<file path="src/rtl/fetch_stage_pkg.sv">
// Shared definitions for the instruction-fetch stage: widths, reset PC, NOP encoding
// and the fetch FSM state type.
package fetch_stage_pkg;

    localparam int unsigned XLEN = 64;

    localparam logic [XLEN-1:0] RESET_PC_DEFAULT = '0;

    // addi x0, x0, 0
    localparam logic [31:0] NOP_INS = 32'h0000_0013;

    typedef enum logic [1:0] {
        StIdle,
        StFetch,
        StHold,
        StDrop
    } fetch_state_e;

endpackage

</file>
<file path="src/rtl/fetch_skid_buf.sv">
// One-entry {pc, ins, valid} buffer catching an instruction that returns while the
// pipeline is stalled.
module fetch_skid_buf
    import fetch_stage_pkg::*;
(
    input  logic            clk,
    input  logic            reset,
    input  logic            load_i,
    input  logic            unload_i,
    input  logic            clear_i,
    input  logic [XLEN-1:0] pc_i,
    input  logic [31:0]     ins_i,
    output logic [XLEN-1:0] pc_o,
    output logic [31:0]     ins_o,
    output logic            valid_o
);

    logic [XLEN-1:0] pc_q;
    logic [31:0]     ins_q;
    logic            valid_q;

    always_ff @(posedge clk or posedge reset) begin
        if (reset) begin
            pc_q    <= '0;
            ins_q   <= NOP_INS;
            valid_q <= 1'b0;
        end else if (clear_i || unload_i) begin
            valid_q <= 1'b0;
        end else if (load_i) begin
            pc_q    <= pc_i;
            ins_q   <= ins_i;
            valid_q <= 1'b1;
        end
    end

    assign pc_o    = pc_q;
    assign ins_o   = ins_q;
    assign valid_o = valid_q;

endmodule

</file>
<file path="src/rtl/fetch_stage.sv">
// Instruction-fetch stage: owns the PC, issues req/ack word fetches, honours stall
// and EX redirects, and delivers (pc, ins, valid) to the IF/ID register.
module fetch_stage
    import fetch_stage_pkg::*;
#(
    parameter logic [XLEN-1:0] RESET_PC = RESET_PC_DEFAULT
) (
    input  logic            clk,
    input  logic            reset,
    input  logic            stall,
    input  logic            redirect_valid,
    input  logic [XLEN-1:0] redirect_pc,
    output logic            imem_req,
    output logic [XLEN-1:0] imem_addr,
    input  logic            imem_ack,
    input  logic [31:0]     imem_rdata,
    output logic [XLEN-1:0] fetch_pc,
    output logic [31:0]     fetch_ins,
    output logic            fetch_valid
);

    fetch_state_e    state_q, state_d;
    logic [XLEN-1:0] pc_q, pc_d;
    logic [XLEN-1:0] addr_q, addr_d;
    logic [XLEN-1:0] fetch_pc_q, fetch_pc_d;
    logic [31:0]     fetch_ins_q, fetch_ins_d;
    logic            fetch_valid_q, fetch_valid_d;

    logic            buf_load, buf_unload, buf_clear, buf_valid;
    logic [XLEN-1:0] buf_pc;
    logic [31:0]     buf_ins;

    logic [XLEN-1:0] pc_inc, redirect_tgt;

    assign pc_inc       = pc_q + XLEN'(4);
    assign redirect_tgt = {redirect_pc[XLEN-1:2], 2'b00};

    fetch_skid_buf u_skid_buf (
        .clk      (clk),
        .reset    (reset),
        .load_i   (buf_load),
        .unload_i (buf_unload),
        .clear_i  (buf_clear),
        .pc_i     (pc_q),
        .ins_i    (imem_rdata),
        .pc_o     (buf_pc),
        .ins_o    (buf_ins),
        .valid_o  (buf_valid)
    );

    always_comb begin
        state_d       = state_q;
        pc_d          = pc_q;
        addr_d        = addr_q;
        fetch_pc_d    = fetch_pc_q;
        fetch_ins_d   = fetch_ins_q;
        fetch_valid_d = fetch_valid_q;
        buf_load      = 1'b0;
        buf_unload    = 1'b0;
        buf_clear     = 1'b0;

        if (redirect_valid) begin
            // Redirect beats stall and any buffered or returning data.
            pc_d          = redirect_tgt;
            fetch_valid_d = 1'b0;
            fetch_ins_d   = NOP_INS;
            buf_clear     = 1'b1;
            case (state_q)
                StFetch: begin
                    addr_d  = pc_q;
                    state_d = imem_ack ? StFetch : StDrop;
                end
                StDrop:  state_d = imem_ack ? StFetch : StDrop;
                default: state_d = StFetch;
            endcase
        end else begin
            unique case (state_q)
                StIdle: state_d = StFetch;
                StFetch: begin
                    if (imem_ack) begin
                        pc_d = pc_inc;
                        if (!stall) begin
                            fetch_pc_d    = pc_q;
                            fetch_ins_d   = imem_rdata;
                            fetch_valid_d = 1'b1;
                        end else begin
                            buf_load = 1'b1;
                            state_d  = StHold;
                        end
                    end else if (!stall) begin
                        fetch_valid_d = 1'b0;
                        fetch_ins_d   = NOP_INS;
                    end
                end
                StHold: begin
                    if (!stall) begin
                        fetch_pc_d    = buf_pc;
                        fetch_ins_d   = buf_ins;
                        fetch_valid_d = buf_valid;
                        buf_unload    = 1'b1;
                        state_d       = StFetch;
                    end
                end
                StDrop: begin
                    if (imem_ack) state_d = StFetch;
                end
            endcase
        end
    end

    always_ff @(posedge clk or posedge reset) begin
        if (reset) begin
            state_q       <= StIdle;
            pc_q          <= RESET_PC;
            addr_q        <= '0;
            fetch_pc_q    <= '0;
            fetch_ins_q   <= NOP_INS;
            fetch_valid_q <= 1'b0;
        end else begin
            state_q       <= state_d;
            pc_q          <= pc_d;
            addr_q        <= addr_d;
            fetch_pc_q    <= fetch_pc_d;
            fetch_ins_q   <= fetch_ins_d;
            fetch_valid_q <= fetch_valid_d;
        end
    end

    assign imem_req    = (state_q == StFetch) || (state_q == StDrop);
    assign imem_addr   = (state_q == StDrop) ? addr_q : pc_q;
    assign fetch_pc    = fetch_pc_q;
    assign fetch_ins   = fetch_ins_q;
    assign fetch_valid = fetch_valid_q;

endmodule

</file>
<file path="config.mk">
export PLATFORM = sky130hd
export DESIGN_NAME = fetch_stage
export DESIGN_NICKNAME = d
export VERILOG_FILES = /design/src/rtl/fetch_stage_pkg.sv /design/src/rtl/fetch_skid_buf.sv /design/src/rtl/fetch_stage.sv
export SDC_FILE = /design/constraint.sdc
export NUM_CORES = 1
export LEC_CHECK = 0
export ABC_AREA = 1
export CAP_MARGIN = 10
export CORE_MARGIN = 4
export CORE_UTILIZATION = 59
export CTS_BUF_LIST = sky130_fd_sc_hd__clkbuf_8
export CTS_CLUSTER_DIAMETER = 120
export DETAILED_ROUTE_END_ITERATION = 7
export HOLD_SLACK_MARGIN = 0.1
export PLACE_DENSITY = 0.91
export RECOVER_POWER = 100
export SYNTH_ARGS = -nofsm -noshare
export SYNTH_HDL_FRONTEND = slang
export SYNTH_SLANG_ARGS = --single-unit
</file>
<file path="constraint.sdc">
create_clock -name clk -period 23.6 [get_ports clk]
set_input_delay 7.08 -clock clk [delete_from_list [all_inputs] [get_ports clk]]
set_output_delay 7.08 -clock clk [all_outputs]
set_load 0.01 [all_outputs]
</file>
== Word level (Yosys, flattened, before mapping) ==
Index checks and enable logic that the tools add are counted.
Widths: inputs -> output; s select.
Storage, ports and cells
  word-level logic and storage cells: 76
  register bits after elaboration: 324
  output and inout bits: 162
  input port bits: 101
Cells by class
  equality and inequality tests: 11
  add/subtract/negate cells: 1
  mux-type cells: 38
  bitwise gates (word level): 2
  reduce and logical (&&, ||, !) cells: 15
Operators by type and width (number)
  $mux 64: 7
  $mux 32: 5
  $pmux 64 s2: 1
  $add 64x3->64 const B: 1
  $pmux 32 s2: 1
  $mux 1: 15
  $ne 3x3->1 const B: 5
  $mux 2: 7
  $pmux 2 s4: 1
  $reduce_bool 2->1: 4
  $ne 2x2->1 const B: 3
  $reduce_and 2->1: 3
  $reduce_and 5->1: 1
  $eq 2x2->1 const B: 2
  $reduce_and 4->1: 1
  $reduce_and 3->1: 1
  $reduce_bool 3->1: 1
  $eq 2x1->1 const B: 1
  $logic_not 2->1: 1
  $logic_or 1x1->1: 2
  $not 1->1: 2
  $pmux 1 s2: 1
  $reduce_or 2->1: 1

== Logic depth before layout (Yosys ltp) ==
  depth in word-level cells: 6
  gate-level depth with buffers: 11
  gate-level depth less buffers: 11

== Cells and area by module ==
From an unflattened synthesis, not the netlist that was laid out.
Second synthesis, totals
  cells, all modules: 2187
  area total of the unflattened synthesis: 16276.9 µm²
Modules (own cells, without submodules)
  fetch_stage: times used 1, area an instance 12477.0 µm², sequential area each 5584.1 µm², cells each 1766
  fetch_skid_buf: times used 1, area an instance 3799.9 µm², sequential area each 2431.1 µm², cells each 421

== Worst setup path after synthesis ==
No wires, ideal clock.
  kind: reg2out
  from: register state_q[0]
  to: output port imem_addr[45]
  path buffers: 3
  path slack: 15.074 ns
  data arrival time: 1.446 ns
  data required time: 16.520 ns
  stages on the path, launching flop included: 7
  cell sequence: dfrtp_1 -> ha_1 -> clkbuf_1 -> clkbuf_1 -> clkbuf_1 -> nand2_1 -> o21ai_0
On the way
  word-level cells in the longest chain between the ends: 2
RTL lines
  start, declared: line fetch_stage.sv:22  | fetch_state_e state_q, state_d;
  start signal, assigned: line fetch_stage.sv:113  | state_q <= StIdle;
  start signal, assigned: line fetch_stage.sv:120  | state_q <= state_d;
  $eq 2x2->1: line fetch_stage.sv:130  | assign imem_addr = (state_q == StDrop) ? addr_q : pc_q;
  $mux 64: line fetch_stage.sv:130
  end, declared: line fetch_stage.sv:14  | output logic [XLEN-1:0] imem_addr,
No other way between the ends.

== Worst setup path in the final report ==
  from: input port redirect_valid
  to: register fetch_pc_q[17] (netlist: fetch_pc[17])
On the way
  word-level cells in the longest chain between the ends: 2
RTL lines
  start, declared: line fetch_stage.sv:11  | input logic redirect_valid,
  $not 1->1 (no line)
  $reduce_and 5->1 (no line)
  end signal, assigned: line fetch_stage.sv:123  | fetch_pc_q <= fetch_pc_d;
  end, declared: line fetch_stage.sv:25  | logic [XLEN-1:0] fetch_pc_q, fetch_pc_d;
No other way between the ends.
A chain may end at the register's enable or synchronous reset.

==> results.md <==
* VDD IR max at 97.1 µV
* Antenna viol nets, final at 0
* Fin crit share at a little over three fifths
* Vias in the first global route at 14577
* Peak Freq at 0.0675 GHz
* Core box area at 0.0253 mm²
* Number of cells on the worst hold path at 2
* # setup viols final at 0
* R2r endpoint: fetch_pc[17]
* Clk_lat worst skew at 0.59 ns
* Max cap viols at 12
* Worst R2R Start: state_q[0]
* Area leader, netlist: dfrtp_1
* DIE AREA at 0.0286 mm²
* Horiz. Die Dim at 169 µm
* 1st-pass router iterations at 6
* Antenna cells at 0
* Synth Flop Type: dfrtp_1
* Asr flop ratio synth at 100%
* Layout cells sized above 1 at 5.89%
* Routed via count at 14810
* DRC at 0
* Slew margin rel. at -270%
* # IOs at 263
* Post-CTS Hold Buffers at 0
* Gr usage total at 34.2%
* Hold Crit Endpoint: addr_q[20]
* Min-delay src: addr_q[20]
* CP required at about 24 ns
* Failing checks: max-capacitance violations, max-slew violations
* Initial antenna violation count at 0
* Pleak at 8.62 nW
* Hold Fails Final Rpt at 0
* Clock sinks at about 320
* Slew @ Worst Pin at 5.53 ns
* Worst r2r path cells at 10
* Fin crit period at 14.81 ns
* Commonest cells post-synth: 628 x nand2_1, 310 x dfrtp_1, 256 x o21ai_0
* CTS Root Cell: clkbuf_8
* Chip Height at approximately 170 µm
* Crit Path Category: input pin to flip-flop
* Setup TNS at 0 ns
* # rows at 58
* Final Max Slew Viols at approximately 800
* RSZ-0062 raised after global routing: no
* Area contributors post-synth: dfrtp_1 51%, nand2_1 15%, o21ai_0 8.4%, nor2_1 4.5%, inv_1 3.4%
* Startpoint types: input pin
* Crit-path cells: buf_2 -> clkbuf_1 -> nor4_1 -> clkbuf_1 -> clkbuf_1 -> nor2_1 -> a31oi_1
* Cell variety after synth at 34
* Clock Tree Buf Depth at 3
* Most common cell in the synthesized netlist: nand2_1
* PortBufs at between 200 and 300
* Number of setup buffers added after CTS at 0
* Yosys reg bits at 316
* Finished Core Util at about three quarters
* Layout Nets at 2258
* Slowest cell delay on critical path at 3.12 ns
* Crit path DAT at 15.29 ns
* Critical-path top delay cell: nor4_1
* Hpwl dp at 33700 µm
* WL/cell at 19.4 µm
* Sequential area share after synthesis at between 50% and 60%
* EDFF count, synth at 0
* Mapped Cells at 1935
* TritonCTS clock tree: done
* PD cells at ~120 mW/mm²
* First DRT Iteration DRCs at 1589
* H-tree Lvls at 2
* Cts repair resizes at 0
* Initial Util at 60.4%
* Crit-path max FO at 65
* GPL Wtd Cong at 0.940
* P&R area growth vs syn at 23.8%
* Setup crit end kind: flip-flop
* YS warnings at 0
* Share of the synthesized area in the top cell type at 50.7%
* Status: complete, but fails checks
* Reg2Reg Setup Slack at 15.48 ns
* Worst-path clk slew at roughly 0.060 ns
* Final WL at 48900 µm
* CTS buffer count at 50
* Largest net degree at the start of global routing at 190
* HP Class: flip-flop to flip-flop
* Avg Cell Area, Syn at 7.91 µm²
* Cell Area, Synth at 0.0153 mm²
* Final Skew at 0.0229 ns
* Most used cell, CP: clkbuf_1
* Total gr overflow at 0
* First-pass GRT wire length at 78400 µm
* Via density at just under 6
## critical path, delay by kind of cell
| family | cells | cell delay [ns] |
|---|---|---|
| buf+inv | 4 | 4.62 |
| simple gates | 2 | 3.26 |
| compound gates | 1 | 0.26 |
## state kept, by name (all words and copies together), names as in the netlist
| signal | cells |
|---|---|
| fetch_pc | 62 |
| fetch_valid | 1 |
| fetch_ins | 32 |
| addr_q | 62 |
| u_skid_buf.valid_o | 1 |
| state_q | 2 |
| u_skid_buf.ins_o | 32 |
| u_skid_buf.pc_o | 62 |
| pc_q | 62 |
## layout make-up
cell class | instances | area, µm²
timing repair buffer | 268 | 2630
multi-input combinational | 1376 | 6430
clock buffer | 66 | 908
sequential | 316 | 7920
clock inverter | 25 | 115
inverter | 141 | 531
tap | 330 | 413
fill | 1890 | 6390
## metrics by stage
stage | total power, mW | hold WS (ns) | worst slack (ns) | instances | area, µm²
2_1_floorplan | 1.37 | 0.453 | 7.79 | 1938 | 15300
3_3_place_gp | 1.75 | 0.465 | 13.48 | 2431 | 18000
3_5_place_dp | 1.80 | 0.473 | 13.33 | 2431 | 18000
4_1_cts | 2.28 | 0.487 | 13.38 | 2522 | 19000
5_1_grt | 2.38 | 0.511 | 8.04 | 2522 | 18900
6_report | 2.23 | 0.485 | 8.79 | 2522 | 18900
## cells in the final DEF (no fill, tap or decap), types with 2 or more instances in the layout
cell,n
clkdlybuf4s50_1,98
xor2_1,10
dlygate4sd3_1,157
o21ai_0,259
clkbuf_8,66
ha_1,3
inv_1,153
a32oi_1,2
o211ai_1,20
nor2_2,3
a31oi_1,63
conb_1,4
a22oi_1,30
o22ai_1,3
nor2_1,182
clkbuf_1,8
clkinv_2,8
dfrtp_1,310
nor2_4,2
o221ai_1,4
nand2_1,629
nand2_2,2
nor3_1,4
nand4_1,12
buf_4,3
mux2_2,32
a21oi_1,7
nand3_1,95
o21bai_1,4
o21ai_1,2
dfstp_2,6
## cells by family after synthesis
kind of cell    count (synthesis)  share of synthesized area, %
buf+inv                       246                          6.32
other cells                     1                        0.0245
fa+ha+maj                       4                         0.327
flops                         316                          51.7
compound gates                396                          14.6
xor+xnor                       10                         0.572
simple gates                  930                          24.1
mux                            32                          2.35
## per-layer routing
layer | up-vias | wire length (µm) | global-route usage, %
li1 | 6771 | - | -
met1 | 7135 | 19800 | 47.2
met2 | 778 | 22800 | 55.3
met3 | 126 | 4530 | 6.19
met4 | 0 | 1670 | 11.7
met5 | - | 0 | 0
## worst max-delay path by stage
stage                    from             to  slack [ns]  cells past startpoint
2_1_floorplan           reset     addr_q[10]        7.79                      1
3_3_place_gp            stall   fetch_pc[17]       13.48                      8
3_5_place_dp            stall   fetch_pc[17]       13.33                      8
4_1_cts            state_q[1]  imem_addr[63]       13.38                      5
5_1_grt        redirect_valid   fetch_pc[29]        8.04                      6
6_report       redirect_valid   fetch_pc[17]        8.79                      7
## power breakdown
| part | switching, mW | internal, mW | total [mW] | leakage [nW] |
|---|---|---|---|---|
| registers | 0.143 | 0.757 | 0.900 | 3.89 |
| logic | 0.497 | 0.360 | 0.857 | 4.13 |
| clock network | 0.222 | 0.250 | 0.472 | 0.592 |
(Power assumes the default switching activity.)
